[src/rtl/fft_addr_gen_pkg.sv]
// Shared types and helpers for the FFT address generator.
package fft_addr_gen_pkg;

  localparam int unsigned MAX_ADDR_W = 16;

  typedef enum logic [0:0] {
    AGEN_LOAD = 1'b0,
    AGEN_CALC = 1'b1
  } agen_mode_e;

  // Reverse the low 'width' bits of value; upper result bits are zero.
  function automatic logic [MAX_ADDR_W-1:0] bitrev(input logic [MAX_ADDR_W-1:0] value,
                                                   input int unsigned width);
    logic [MAX_ADDR_W-1:0] src;
    logic [MAX_ADDR_W-1:0] res;
    src = value;
    res = '0;
    for (int unsigned i = 0; i < MAX_ADDR_W; i++) begin
      if (i < width) begin
        res = {res[MAX_ADDR_W-2:0], src[0]};
        src = src >> 1;
      end
    end
    return res;
  endfunction

endpackage

[src/rtl/fft_addr_gen_if.sv]
// Control/status bundle between the FFT control FSM and the address generator.
interface fft_addr_gen_if #(
  parameter int unsigned N_POINTS = 16
);
  localparam int unsigned ADDR_W  = $clog2(N_POINTS);
  localparam int unsigned STAGE_W = $clog2(ADDR_W);

  logic                clear;
  logic                en_cnt_samples;
  logic                wr_mem;
  logic                en_cnt_rd;
  logic [ADDR_W-1:0]   load_addr;
  logic [ADDR_W-1:0]   addr_a;
  logic [ADDR_W-1:0]   addr_b;
  logic [ADDR_W-2:0]   tw_idx;
  logic [STAGE_W-1:0]  stage;
  logic                end_samples;
  logic                end_compute;
  logic                end_algo;

  modport master (
    output clear, en_cnt_samples, wr_mem, en_cnt_rd,
    input  load_addr, addr_a, addr_b, tw_idx, stage, end_samples, end_compute, end_algo
  );

  modport slave (
    input  clear, en_cnt_samples, wr_mem, en_cnt_rd,
    output load_addr, addr_a, addr_b, tw_idx, stage, end_samples, end_compute, end_algo
  );

endinterface

[src/rtl/fft_addr_gen_bitrev.sv]
// Parameterised bit-reversal of a W-bit value.
module fft_addr_gen_bitrev
  import fft_addr_gen_pkg::*;
#(
  parameter int unsigned W = 4
) (
  input  logic [W-1:0] value,
  output logic [W-1:0] reversed
);

  assign reversed = W'(bitrev(MAX_ADDR_W'(value), W));

endmodule

[src/rtl/fft_addr_gen.sv]
// FFT address/sequencing datapath: bit-reversed load addressing, in-place radix-2
// DIT butterfly addresses, twiddle index and butterfly latency timer.
module fft_addr_gen
  import fft_addr_gen_pkg::*;
#(
  parameter int unsigned N_POINTS = 16,
  parameter int unsigned BFLY_LAT = 2
) (
  input  logic          clk,
  input  logic          rst,
  fft_addr_gen_if.slave bus
);

  localparam int unsigned ADDR_W  = $clog2(N_POINTS);
  localparam int unsigned STAGE_W = $clog2(ADDR_W);
  localparam int unsigned BFLY_W  = ADDR_W - 1;
  localparam int unsigned TMR_W   = $clog2(BFLY_LAT + 1);

  localparam logic [0:0] MODE_LOAD = 1'(AGEN_LOAD);
  localparam logic [0:0] MODE_CALC = 1'(AGEN_CALC);

  localparam logic [ADDR_W-1:0]  LAST_SAMPLE = ADDR_W'(N_POINTS - 1);
  localparam logic [BFLY_W-1:0]  LAST_BFLY   = BFLY_W'(N_POINTS / 2 - 1);
  localparam logic [STAGE_W-1:0] LAST_STAGE  = STAGE_W'(ADDR_W - 1);
  localparam logic [TMR_W-1:0]   TMR_END     = TMR_W'(BFLY_LAT);

  logic [0:0]         mode_q,       mode_d;
  logic [ADDR_W-1:0]  sample_cnt_q, sample_cnt_d;
  logic [STAGE_W-1:0] stage_q,      stage_d;
  logic [BFLY_W-1:0]  bfly_q,       bfly_d;
  logic               running_q,    running_d;
  logic [TMR_W-1:0]   timer_q,      timer_d;
  logic               done_q,       done_d;

  logic               load_done_c;
  logic [ADDR_W-1:0]  load_addr;
  logic [ADDR_W-1:0]  j_ext;
  logic [ADDR_W-1:0]  h_val;
  logic [ADDR_W-1:0]  h_mask;
  logic [ADDR_W-1:0]  addr_a;

  assign load_done_c = (mode_q == MODE_LOAD) && bus.en_cnt_samples && (sample_cnt_q == LAST_SAMPLE);

  always_ff @(posedge clk) begin
    if (rst || bus.clear) begin
      mode_q       <= MODE_LOAD;
      sample_cnt_q <= '0;
      stage_q      <= '0;
      bfly_q       <= '0;
      running_q    <= 1'b0;
      timer_q      <= '0;
      done_q       <= 1'b0;
    end else begin
      mode_q       <= mode_d;
      sample_cnt_q <= sample_cnt_d;
      stage_q      <= stage_d;
      bfly_q       <= bfly_d;
      running_q    <= running_d;
      timer_q      <= timer_d;
      done_q       <= done_d;
    end
  end

  // Next-state: load counting, butterfly timer and stage/butterfly advance.
  always_comb begin
    mode_d       = mode_q;
    sample_cnt_d = sample_cnt_q;
    stage_d      = stage_q;
    bfly_d       = bfly_q;
    running_d    = running_q;
    timer_d      = timer_q;
    done_d       = done_q;

    if (mode_q == MODE_LOAD) begin
      if (bus.en_cnt_samples) sample_cnt_d = sample_cnt_q + ADDR_W'(1);
      if (load_done_c)        mode_d       = MODE_CALC;
    end else if (!done_q) begin
      if (running_q && (timer_q != TMR_END)) timer_d = timer_q + TMR_W'(1);
      if (bus.wr_mem) begin
        running_d = 1'b0;
        if (bfly_q == LAST_BFLY) begin
          if (stage_q == LAST_STAGE) begin
            done_d = 1'b1;
          end else begin
            bfly_d  = '0;
            stage_d = stage_q + STAGE_W'(1);
          end
        end else begin
          bfly_d = bfly_q + BFLY_W'(1);
        end
      end
      // A read pulse in the write cycle restarts the timer for the next butterfly.
      if (bus.en_cnt_rd) begin
        running_d = 1'b1;
        timer_d   = '0;
      end
    end
  end

  // Butterfly addressing: insert a zero at bit 'stage' of j to get the top address.
  always_comb begin
    j_ext  = ADDR_W'(bfly_q);
    h_val  = ADDR_W'(1) << stage_q;
    h_mask = h_val - ADDR_W'(1);
    addr_a = (((j_ext >> stage_q) << 1) << stage_q) | (j_ext & h_mask);
  end

  fft_addr_gen_bitrev #(.W(ADDR_W)) u_bitrev (
    .value    (sample_cnt_q),
    .reversed (load_addr)
  );

  assign bus.load_addr   = load_addr;
  assign bus.addr_a      = addr_a;
  assign bus.addr_b      = addr_a + h_val;
  assign bus.tw_idx      = BFLY_W'((j_ext & h_mask) << (STAGE_W'(ADDR_W - 1) - stage_q));
  assign bus.stage       = stage_q;
  assign bus.end_samples = load_done_c;
  assign bus.end_compute = running_q && (timer_q == TMR_END) && !done_q;
  assign bus.end_algo    = done_q;

endmodule

[src/flat_wrapper.sv]
// flat-port wrapper written by rule: the top's interface ports become plain ports
module fft_addr_gen_flat import fft_addr_gen_pkg::*;
#(
  parameter int unsigned N_POINTS = 16,
  parameter int unsigned BFLY_LAT = 2
)
  (clk, rst, bus_clear, bus_en_cnt_samples, bus_wr_mem, bus_en_cnt_rd, bus_load_addr, bus_addr_a, bus_addr_b, bus_tw_idx, bus_stage, bus_end_samples, bus_end_compute, bus_end_algo);
  fft_addr_gen_if #(.N_POINTS(N_POINTS)) bus_i ();
  input  logic clk;
  input  logic rst;
  input wire logic [$bits(bus_i.clear)-1:0] bus_clear;
  input wire logic [$bits(bus_i.en_cnt_samples)-1:0] bus_en_cnt_samples;
  input wire logic [$bits(bus_i.wr_mem)-1:0] bus_wr_mem;
  input wire logic [$bits(bus_i.en_cnt_rd)-1:0] bus_en_cnt_rd;
  output wire logic [$bits(bus_i.load_addr)-1:0] bus_load_addr;
  output wire logic [$bits(bus_i.addr_a)-1:0] bus_addr_a;
  output wire logic [$bits(bus_i.addr_b)-1:0] bus_addr_b;
  output wire logic [$bits(bus_i.tw_idx)-1:0] bus_tw_idx;
  output wire logic [$bits(bus_i.stage)-1:0] bus_stage;
  output wire logic [$bits(bus_i.end_samples)-1:0] bus_end_samples;
  output wire logic [$bits(bus_i.end_compute)-1:0] bus_end_compute;
  output wire logic [$bits(bus_i.end_algo)-1:0] bus_end_algo;
  assign bus_i.clear = bus_clear;
  assign bus_i.en_cnt_samples = bus_en_cnt_samples;
  assign bus_i.wr_mem = bus_wr_mem;
  assign bus_i.en_cnt_rd = bus_en_cnt_rd;
  assign bus_load_addr = bus_i.load_addr;
  assign bus_addr_a = bus_i.addr_a;
  assign bus_addr_b = bus_i.addr_b;
  assign bus_tw_idx = bus_i.tw_idx;
  assign bus_stage = bus_i.stage;
  assign bus_end_samples = bus_i.end_samples;
  assign bus_end_compute = bus_i.end_compute;
  assign bus_end_algo = bus_i.end_algo;
  fft_addr_gen #(.N_POINTS(N_POINTS), .BFLY_LAT(BFLY_LAT)) u_core (.clk(clk), .rst(rst), .bus(bus_i));
endmodule
[config.mk]
export PLATFORM = sky130hd
export DESIGN_NAME = fft_addr_gen_flat
export DESIGN_NICKNAME = d
export VERILOG_FILES = /design/src/rtl/fft_addr_gen_pkg.sv /design/src/rtl/fft_addr_gen_if.sv /design/src/rtl/fft_addr_gen_bitrev.sv /design/src/rtl/fft_addr_gen.sv /design/src/flat_wrapper.sv
export SDC_FILE = /design/constraint.sdc
export NUM_CORES = 1
export LEC_CHECK = 0
export CAP_MARGIN = 5
export CORE_AREA = 2 2 52 54
export DETAILED_ROUTE_END_ITERATION = 7
export DIE_AREA = 0 0 54 56
export PLACE_DENSITY = 0.64
export SETUP_SLACK_MARGIN = 0.3
export SLEW_MARGIN = 20
export SYNTH_ARGS = -nofsm -noshare
export SYNTH_HDL_FRONTEND = slang
export SYNTH_HIERARCHICAL = 1
export SYNTH_SLANG_ARGS = --single-unit
[constraint.sdc]
create_clock -name clk -period 3.65 [get_ports clk]
set_clock_uncertainty 0.15 [all_clocks]
set_input_delay 0.365 -clock clk [delete_from_list [all_inputs] [get_ports clk]]
set_output_delay 0.365 -clock clk [all_outputs]
set_load 0.02 [all_outputs]
==> results of run 1 <==
[cells by family after synthesis]
group	share of synthesized area (%)
AO/OA/AOI/OAI	15.9
XOR/XNOR	5.61
adder cells (fa/ha/maj)	16.8
buffers and inverters	5.61
flip-flops	29.9
multiplexers	2.14
other	0.400
AND/OR/NAND/NOR	23.6
[timing repair]
action                     in CTS  in global routing
setup endpoints to repair       1                  1
hold endpoints to repair        0                  0
gates resized for setup         2                  2
[metrics by stage]
step / cells / hold slack [ns] / setup slack [ns] / util (%)
floorplan: 107 / 0.271 / 0.900 / -
global placement: 157 / 0.287 / 0.644 / 49.0
detailed placement: 157 / 0.295 / 0.547 / 49.0
CTS: 161 / 0.312 / 0.376 / 50.5
global route: 161 / 0.353 / 0.383 / 50.6
finish: 161 / 0.305 / 0.545 / 50.6
[power breakdown]
group / leakage, nW / switching [W] / internal (W) / total [W]
combinational: 0.368 / 0.00000886 / 0.0000101 / 0.0000190
sequential: 0.114 / 0.000000856 / 0.000153 / 0.000154
clock: 0.0210 / 0.0000504 / 0.0000606 / 0.000111
total: 0.502 / 0.0000602 / 0.000224 / 0.000284
[synthesized netlist by cell type, types with 2 or more instances]
cell type | number | area share [%]
sky130_fd_sc_hd__xnor2_1 | 4 | 3.7
sky130_fd_sc_hd__or3_1 | 2 | 1.3
sky130_fd_sc_hd__o21ai_0 | 3 | 1.6
sky130_fd_sc_hd__inv_1 | 5 | 2.0
sky130_fd_sc_hd__or2_2 | 2 | 1.3
sky130_fd_sc_hd__or2b_1 | 2 | 1.6
sky130_fd_sc_hd__mux2i_1 | 2 | 2.1
sky130_fd_sc_hd__ha_1 | 11 | 15
sky130_fd_sc_hd__buf_4 | 4 | 3.2
sky130_fd_sc_hd__nand3_1 | 2 | 1.1
sky130_fd_sc_hd__dfxtp_1 | 14 | 30
sky130_fd_sc_hd__nand3b_1 | 3 | 2.4
sky130_fd_sc_hd__nand4_1 | 2 | 1.3
sky130_fd_sc_hd__nand2b_1 | 2 | 1.3
sky130_fd_sc_hd__a41oi_1 | 2 | 1.9
sky130_fd_sc_hd__nor2_1 | 10 | 4.0
sky130_fd_sc_hd__nand2_1 | 9 | 3.6
sky130_fd_sc_hd__xor2_1 | 2 | 1.9
sky130_fd_sc_hd__and2_1 | 2 | 1.3
sky130_fd_sc_hd__a21oi_1 | 4 | 2.1
[registers in the layout (all words and copies together), names as in the netlist]
register / cells
u_core/sample_cnt_q: 4
u_core/bfly_q: 3
u_core/bus.stage: 2
u_core/timer_q: 2
u_core/bus.end_algo: 1
u_core/mode_q: 1
u_core/running_q: 1
[worst min-delay path by stage]
stage	from	endpoint	slack [ns]	cells after the start
2_1_floorplan	u_core/timer_q[0]	u_core/timer_q[0]	0.27	1
3_3_place_gp	u_core/timer_q[0]	u_core/timer_q[0]	0.29	1
3_5_place_dp	u_core/timer_q[0]	u_core/timer_q[0]	0.30	1
4_1_cts	u_core/timer_q[0]	u_core/timer_q[0]	0.31	1
5_1_grt	u_core/timer_q[0]	u_core/timer_q[0]	0.35	1
6_report	u_core/timer_q[0]	u_core/timer_q[0]	0.31	1
[per-layer routing]
layer	wire [um]	track usage (%)	vias to the layer above	part of all wire [%]
met5	0	0	-	0
met3	66	4.03	0	3.5
met2	892	22.0	14	48
met1	901	19.4	362	48
met4	0	1.07	0	0
li1	-	-	424	-
[layout make-up]
| type | count | share of cell area [%] |
|---|---|---|
| clock buffers | 4 | 2.95 |
| inverters | 5 | 1.52 |
| multi-input cells | 83 | 49.1 |
| flip-flops and latches | 14 | 23.0 |
| well taps | 30 | 3.05 |
| repair buffers | 25 | 20.4 |
==> summary.md, run 1 <==
| Metric | Value |
|---|---|
| Total clock buffers created by CTS | 3 |
| CTS root buffer | sky130_fd_sc_hd__clkbuf_4 |
| Sink count of the clock tree | 14 |
| H-tree depth reported by CTS | 1 |
| Fraction of final layout cells sized beyond drive strength 1 | about 6.1% |
| Crit-path max FO | 9 |
| P&R area growth vs syn | 31.4% |
| Placement Cell Area | approximately 0.0012 mm^2 |
| Starting utilization of the core area | around two fifths |
| Number of synthesized register bits | 14 |
| Post-synthesis cell type count | 40 |
| Capture point of the critical path | bus_addr_b[1] |
| Total number of yosys warnings | 6 |
| Wire length of the first global-routing pass | 3260 um |
| Data arrival, critical path | around 2.6 ns |
| Setup repair after global routing missed its margin | false |
| Synthesized area | ~940 um^2 |
| Startpoint-to-endpoint class of the critical path | reg -> out |
| Avg Vias per Cell | 4.97 |
| Critical Path Source | u_core/bus.stage[1] |
| Crit path capture type | output pin |
| Total Wirelength | 1860 um |
| Total area of sequential cells | 283 um^2 |
| HPWL Detailed | about 1500 um |
| Leakage power of the design | 0.502 nW |
| Worst path top cell family by delay | adder cells |
| Final setup violation count | 0 |
| Area inside the core boundary | approximately 0.0024 mm^2 |
| Top_reg_cell synth | sky130_fd_sc_hd__dfxtp_1 |
| Avg Inst Size Synth | 8.76 um^2 |
| Nets | 150 |
| Clock-pin slew of the registers on the worst-case setup and hold paths | about 0.090 ns |
| Async SR Flop Fraction | 0% |
| Final Critical Period | between 3 and 4 ns |
| Worst IR drop on VDD | about 170 uV |
| Commonest non-fill, non-tap cells in the layout | sky130_fd_sc_hd__clkdlybuf4s50_1, sky130_fd_sc_hd__dfxtp_1, sky130_fd_sc_hd__ha_1 |
| Horiz. Die Dim | 54 um |
| Setup Total Neg Slack | 0 ns |
| Critical Path Start Type | flip-flop |
| Portion of the clock cycle consumed by the worst path in the final layout | approximately 85% |
| Mapped Cells | 107 |
| Worst-case reg-to-reg path depth | 5 |
| Worst reg-to-reg setup slack | roughly 2 ns |
| Highest cell delay on the worst timing path | approximately 0.60 ns |
| Outcome | complete, no violations |
| Final estimated routing congestion in global placement | approximately 0.8 |
| Via count of the first global-routing pass | slightly above 700 |
| FMAX | around 320 MHz |
| Clock latency of the later-clocked register in the worst-skew pair | ~0.27 ns |
| Final hold vios | 0 |
| Antenna fix cells | 0 |
| Total stage count of the critical path | 6 |
| Die area | between 0.003 and 0.004 mm^2 |
| Count of antenna-violating nets left after detailed routing | 0 |
| Overall power of the completed layout | approximately 0.00028 W |
| Leftover overflow at the end of global routing | 0 |
| MaxCap Viol Count | 0 |
| Site row count | 18 |
| Total of buffers placed on input and output ports | 25 |
| Average routed wire per standard cell | 11.6 um |
| FILL cells | around 240 |
| Worst reg2reg path endpoint | u_core/timer_q[1] |
| Number of buffers added for setup after CTS | 0 |
| EDFF count, synth | 0 |
| Power per standard cell area | between 200 and 250 mW/mm^2 |
| Critical-path cell with the highest stage delay | sky130_fd_sc_hd__clkdlybuf4s50_1 |
| CTS max path bufs | 2 |
| Buf/Inv on CP | 2 |
| Chain of cells forming the critical path | inv_1, ha_1, xnor2_1, a32o_1, fa_1, clkdlybuf4s50_1 |
| Most common cell after layout, fill and taps aside | sky130_fd_sc_hd__clkdlybuf4s50_1 |
| Hold Path Class | reg -> reg |
| Number of buffers added to fix hold violations after cts | 0 |
| Layout Cell Area excl Fill | 0.00123 mm^2 |
| Final-report max-slew violation count | 0 |
| Critical path data required time | roughly 3.1 ns |
| First-pass DRT Iterations | 2 |
| Sequential share of the synthesized area | ~30% |
| Antenna violations before repair | 0 |
| Multi-input gate area in the final layout | ~600 um^2 |
| DR iter-0 viols | 8 |
| Clock tree from TritonCTS | yes |
| Pin count of the biggest net entering global routing | 13 |
| Number of ports placed on the die boundary | 26 |
| Net count of the mapped netlist | about 130 |
| DRC errors left | 0 |
| DIE HEIGHT | 56 um |
| Via count | 800 |
| Worst reg2reg startpoint | u_core/timer_q[0] |
| Global router's overall resource usage | between 10 and 15% |
Power figures use the tool's default switching activity.
==> run 2: changes to the inputs <==
- CORE_AREA: 2 2 52 54 -> 2 2 55 57
- DIE_AREA: 0 0 54 56 -> 0 0 57 59
- PLACE_DENSITY: 0.64 -> 0.6
- clock period: 3.65 -> 2.8 ns (I/O delays scaled with it)
==> run 2 against run 1 <==
Count of clock-buffer cells in the layout did not move; flip-flop and latch count is the same; non-clock buffer count rose by 3; sequential share of layout area decreased by 1.5 points; power up 29%; wire length up 12%; combinational power is 29% higher; critical path depth is 3 higher; setup slack lost 0.24 ns; first-iteration DRC count grew 63%; register-to-register slack got worse by 0.87 ns; global-route usage fell by 1.9 points.
==> summary.md, run 2 (synthesis gave the netlist of run 1 again) <==
| Metric | Value |
|---|---|
| Count of antenna-violating nets left after detailed routing | 0 |
| Registers with the most flip-flops | u_core/sample_cnt_q x4, u_core/bfly_q x3 |
| Worst reg2reg startpoint | u_core/timer_q[0] |
| Average routed wire per standard cell | 12.6 um |
| Sink count of the clock tree | 14 |
| Worst IR drop on VDD | 268 uV |
| Pin count of the biggest net entering global routing | 13 |
| Worst-case setup margin in the final layout | approximately 0.3 ns |
| H-tree depth reported by CTS | 1 |
| Total area of sequential cells | roughly 290 um^2 |
| Horiz. Die Dim | 57 um |
| DRC errors left | 0 |
| Total clock buffers created by CTS | 3 |
| Multi-input gate area in the final layout | between 600 and 700 um^2 |
| Hold Path Class | reg -> reg |
| Setup slack after placement | 0.0244 ns |
| Setup Total Neg Slack | 0 ns |
| Critical Path Source | u_core/bus.stage[0] |
| Placement Cell Area | between 0.001 and 0.0015 mm^2 |
| Critical Path Start Type | flip-flop |
| Total Wirelength | a little over 2000 um |
| End point of the most critical hold path | u_core/timer_q[0] |
| Overall power of the completed layout | roughly 0.00037 W |
| FMAX | ~400 MHz |
| Largest reg by FF count | u_core/sample_cnt_q |
| Nets | 153 |
| DR iter-0 viols | 13 |
| Worst hold slack after final layout | 0.312 ns |
| Setup repair after global routing missed its margin | true |
| Starting utilization of the core area | 34.6% |
| Clock latency of the later-clocked register in the worst-skew pair | roughly 0.27 ns |
| Source of the worst hold timing path | u_core/timer_q[0] |
| CTS root buffer | sky130_fd_sc_hd__clkbuf_4 |
| Leftover overflow at the end of global routing | 0 |
| Crit path capture type | output pin |
| P&R area growth vs syn | 42.9% |
| FILL cells | 270 |
| Antenna violations before repair | 0 |
| Area inside the core boundary | 0.00271 mm^2 |
| DIE HEIGHT | between 50 and 60 um |
| Final setup violation count | 0 |
| Final estimated routing congestion in global placement | 0.740 |
| Layout Cell Area excl Fill | around 0.0013 mm^2 |
| Final Critical Period | 2.50 ns |
| Via count of the first global-routing pass | just under 800 |
| Clock tree from TritonCTS | yes |
| Site row count | 19 |
| Via count | between 800 and 900 |
| Power per standard cell area | around 270 mW/mm^2 |
| Worst hold stages | 1 |
| MaxCap Viol Count | 0 |
| Antenna fix cells | 0 |
| CTS max path bufs | 2 |
| Final-report max-slew violation count | 0 |
| Data arrival, critical path | about 2.1 ns |
| Largest register FFs | 4 |
| Critical path data required time | 2.37 ns |
| HPWL Detailed | approximately 1600 um |
| Startpoint-to-endpoint class of the critical path | reg -> out |
| Portion of the clock cycle consumed by the worst path in the final layout | approximately 90% |
| Outcome | complete, no violations |
| Avg Vias per Cell | approximately 5.1 |
| Total of buffers placed on input and output ports | 25 |
| Number of buffers added to fix hold violations after cts | 0 |
| Worst reg-to-reg setup slack | approximately 1.1 ns |
| Number of ports placed on the die boundary | 26 |
| Clock-pin slew of the registers on the worst-case setup and hold paths | ~0.080 ns |
| Commonest non-fill, non-tap cells in the layout | sky130_fd_sc_hd__clkdlybuf4s50_1, sky130_fd_sc_hd__dfxtp_1, sky130_fd_sc_hd__nor2_1 |
| Leakage power of the design | ~0.54 nW |
| Most common cell after layout, fill and taps aside | sky130_fd_sc_hd__clkdlybuf4s50_1 |
| Fraction of final layout cells sized beyond drive strength 1 | between 20% and 30% |
| Wire length of the first global-routing pass | ~3200 um |
| Worst-case reg-to-reg path depth | 5 |
| Crit-path max FO | 7 |
| Die area | about 0.0034 mm^2 |
| First-pass DRT Iterations | 4 |
| Worst reg2reg path endpoint | u_core/timer_q[1] |
| Global router's overall resource usage | between 10% and 20% |
| Final hold vios | 0 |
[run 2: worst max path at each step]
stage | endpoint | slack, ns | cells past startpoint
6_report | bus_addr_b[3] | 0.30 | 9
5_1_grt | bus_addr_b[3] | 0.19 | 9
4_1_cts | bus_addr_b[3] | 0.22 | 9
3_5_place_dp | bus_addr_b[3] | 0.02 | 9
3_3_place_gp | bus_addr_b[3] | 0.08 | 9
2_1_floorplan | bus_addr_b[2] | 0.37 | 6
[run 2: final cells by class]
cell class	instances	area share, %
multi-input cells	83	51.5
flip-flops and latches	14	21.5
repair buffers	28	19.6
well taps	31	2.90
clock buffers	4	2.71
inverters	5	1.78
[run 2: metrics by stage]
stage          util (%)  std cells
3_5_place_dp       45.5        161
5_1_grt            49.4        165
3_3_place_gp       45.5        161
6_report           49.4        165
2_1_floorplan         -        107
4_1_cts            46.7        165
[run 2: worst max-delay path, cell delays in order, from the launching register on]
cell,delay (ns)
sky130_fd_sc_hd__dfxtp_4,0.42
sky130_fd_sc_hd__inv_4,0.05
sky130_fd_sc_hd__ha_4,0.16
sky130_fd_sc_hd__xnor2_2,0.14
sky130_fd_sc_hd__a32o_2,0.29
sky130_fd_sc_hd__ha_4,0.18
sky130_fd_sc_hd__a21oi_4,0.15
sky130_fd_sc_hd__xnor2_2,0.14
sky130_fd_sc_hd__xnor2_2,0.13
sky130_fd_sc_hd__buf_4,0.15
[run 2: layer usage]
| metal | global-route usage (%) | routed length (um) | vias up |
|---|---|---|---|
| li1 | - | - | 433 |
| met1 | 14.2 | 896 | 386 |
| met2 | 22.2 | 1070 | 23 |
| met3 | 3.93 | 108 | 0 |
| met4 | 0.997 | 0 | 0 |
| met5 | 0 | 0 | - |
[run 2: report_power, final]
part	leakage [nW]	internal [W]	switching [W]
registers	0.115	0.000198	0.00000124
clock network	0.0210	0.0000790	0.0000635
logic	0.409	0.0000125	0.0000120
[run 2: repair_timing]
action / 4_1_cts / 5_1_grt
resized for setup: 17 / 16
setup buffers: 0 / 0
pin swaps: 2 / 7
setup endpoints to repair: 5 / 6
==> run 3: changes to the inputs <==
- CORE_AREA: 2 2 55 57 -> 2 2 51 53
- DIE_AREA: 0 0 57 59 -> 0 0 53 55
- PLACE_DENSITY: 0.6 -> 0.69
- TNS_END_PERCENT: default -> 30
==> run 3 against run 2 <==
First-iteration DRC count shrank 62%; final area grew 0.28%; wire length shrank 5.5%; count of clock-buffer cells in the layout is the same; setup slack gained 0.038 ns; largest power group unchanged.
==> summary.md, run 3 (synthesis gave the netlist of run 1 again) <==
| Metric | Value |
|---|---|
| Final estimated routing congestion in global placement | 0.821 |
| Total Wirelength | around 2000 um |
| Clock tree from TritonCTS | yes |
| Cell with the most instances on the worst path | sky130_fd_sc_hd__xnor2_2 |
| Total of buffers placed on input and output ports | 25 |
| Crit-path max FO | 5 |
| Total clock buffers created by CTS | 3 |
| DIE HEIGHT | around 55 um |
| FMAX | just over 400 MHz |
| Clock-pin slew of the registers on the worst-case setup and hold paths | 0.08 ns |
| Antenna violations before repair | 0 |
| Antenna fix cells | 0 |
| Top routing layer used | met4 |
| Outcome | complete, no violations |
| Number of ports placed on the die boundary | 26 |
| Via count of the first global-routing pass | ~750 |
| HPWL Detailed | 1490 um |
| P&R area growth vs syn | 43.3% |
| Met3 WL | roughly 73 um |
| Setup slack after placement | 0.00916 ns |
| CTS root buffer | sky130_fd_sc_hd__clkbuf_4 |
| Largest reg by FF count | u_core/sample_cnt_q |
| Setup repair after global routing missed its margin | true |
| Wire length on met2 | 980 um |
| Chain of cells forming the critical path | ha_1, a22o_1, ha_2, a21oi_4, xnor2_2, xnor2_2, buf_4 |
| Wire length of the first global-routing pass | 3090 um |
| Data arrival, critical path | around 2.0 ns |
| Registers with the most flip-flops | u_core/sample_cnt_q x4, u_core/bfly_q x3 |
| Critical-path cell with the highest stage delay | sky130_fd_sc_hd__dfxtp_4 |
| FILL cells | roughly 220 |
| Worst reg-to-reg setup slack | roughly 1.1 ns |
| Average routed wire per standard cell | 11.9 um |
| Largest register FFs | 4 |
| Avg Vias per Cell | ~5 |
| Highest cell delay on the worst timing path | between 0.3 and 0.4 ns |
| Buf/Inv on CP | 1 |
| Nets | 154 |
| First-pass DRT Iterations | 3 |
| Most common cell after layout, fill and taps aside | sky130_fd_sc_hd__clkdlybuf4s50_1 |
| Final hold vios | 0 |
| Fraction of final layout cells sized beyond drive strength 1 | 20.7% |
| Clock latency of the later-clocked register in the worst-skew pair | approximately 0.27 ns |
| CTS max path bufs | 2 |
| Final-report max-slew violation count | 0 |
| Starting utilization of the core area | around 40% |
| Leakage power of the design | 0.531 nW |
| Worst IR drop on VDD | roughly 210 uV |
| Commonest non-fill, non-tap cells in the layout | sky130_fd_sc_hd__clkdlybuf4s50_1, sky130_fd_sc_hd__dfxtp_1, sky130_fd_sc_hd__nor2_1 |
| Crit path capture type | output pin |
| Worst path top cell family by delay | adder cells |
| Horiz. Die Dim | approximately 53 um |
| Leftover overflow at the end of global routing | 0 |
| Site row count | 18 |
| Die area | slightly below 0.003 mm^2 |
| Setup Total Neg Slack | 0 ns |
| MaxCap Viol Count | 0 |
| Number of buffers added to fix hold violations after cts | 0 |
| Power per standard cell area | 273 mW/mm^2 |
| H-tree depth reported by CTS | 1 |
| Portion of the clock cycle consumed by the worst path in the final layout | between 80% and 90% |
| DRC errors left | 0 |
| Count of antenna-violating nets left after detailed routing | 0 |
| Via count | 831 |
| Worst-case setup margin in the final layout | between 0.3 and 0.4 ns |
| WL met1 | 902 um |
| Global router's overall resource usage | between 10% and 20% |
| Critical path data required time | between 2 and 2.5 ns |
| DR iter-0 viols | 5 |
| Startpoint-to-endpoint class of the critical path | reg -> out |
| Critical Path Start Type | flip-flop |
| Final Critical Period | around 2.5 ns |
| Multi-input gate area in the final layout | 689 um^2 |
| Area inside the core boundary | 0.00236 mm^2 |
| Sink count of the clock tree | 14 |
| Pin count of the biggest net entering global routing | 13 |
| Hold Path Class | reg -> reg |
| Total area of sequential cells | between 200 and 300 um^2 |
| Final setup violation count | 0 |
-- run 3: cell types whose count changed in the layout (fill, tap and decap cells not counted) --
cell,delta
sky130_fd_sc_hd__clkdlybuf4s50_1,+1
sky130_fd_sc_hd__buf_4,+1
sky130_fd_sc_hd__dlymetal6s2s_1,-1
-- run 3: layer usage --
layer | global-route usage, % | vias up
li1 | - | 434
met2 | 26.3 | 14
met3 | 1.61 | 2
met5 | 0 | -
met4 | 5.13 | 0
met1 | 17.5 | 381
-- run 3: final cells by class --
type | count | share of cell area [%]
flip-flops and latches | 14 | 21.4
multi-input cells | 83 | 51.4
repair buffers | 29 | 19.9
clock buffers | 4 | 2.70
well taps | 30 | 2.80
inverters | 5 | 1.77
-- run 3: path summary, 6_finish.rpt --
kind                                          start           endpoint  cells past startpoint
worst max-delay path            u_core/bus.stage[0]      bus_addr_b[3]                      7
worst min-delay path              u_core/timer_q[0]  u_core/timer_q[0]                      1
worst max register to register    u_core/timer_q[0]  u_core/timer_q[1]                      5
worst min register to register    u_core/timer_q[0]  u_core/timer_q[0]                      1
-- run 3: worst reg2reg max path, delay by kind of cell (launching register included) --
kind,cells,cell delay (ns)
AND/OR/NAND/NOR,2,0.66
flip-flops,1,0.34
adder cells (fa/ha/maj),1,0.21
AO/OA/AOI/OAI,1,0.16
buffers and inverters,1,0.06
-- run 3: where the power goes --
group	switching [W]	internal (W)	leakage, nW	total [W]
Combinational	0.0000118	0.0000126	0.395	0.0000244
Sequential	0.00000112	0.000198	0.115	0.000199
Clock	0.0000635	0.0000790	0.0210	0.000142
-- run 3: timing repair --
item,CTS,global route
buffers inserted,1,0
setup endpoints to repair,4,5
pin swaps,3,7
resized for setup,23,9
-- run 3: per-stage QoR --
stage	total power, W	cells	hold slack (ns)	utilization [%]	instance area [um^2]
floorplan	0.000219	107	0.271	-	955
global placement	0.000230	160	0.286	52.1	1230
detailed placement	0.000231	160	0.301	52.1	1230
CTS	0.000376	165	0.313	54.9	1300
global route	0.000381	165	0.330	56.8	1340
finish	0.000366	165	0.311	56.8	1340
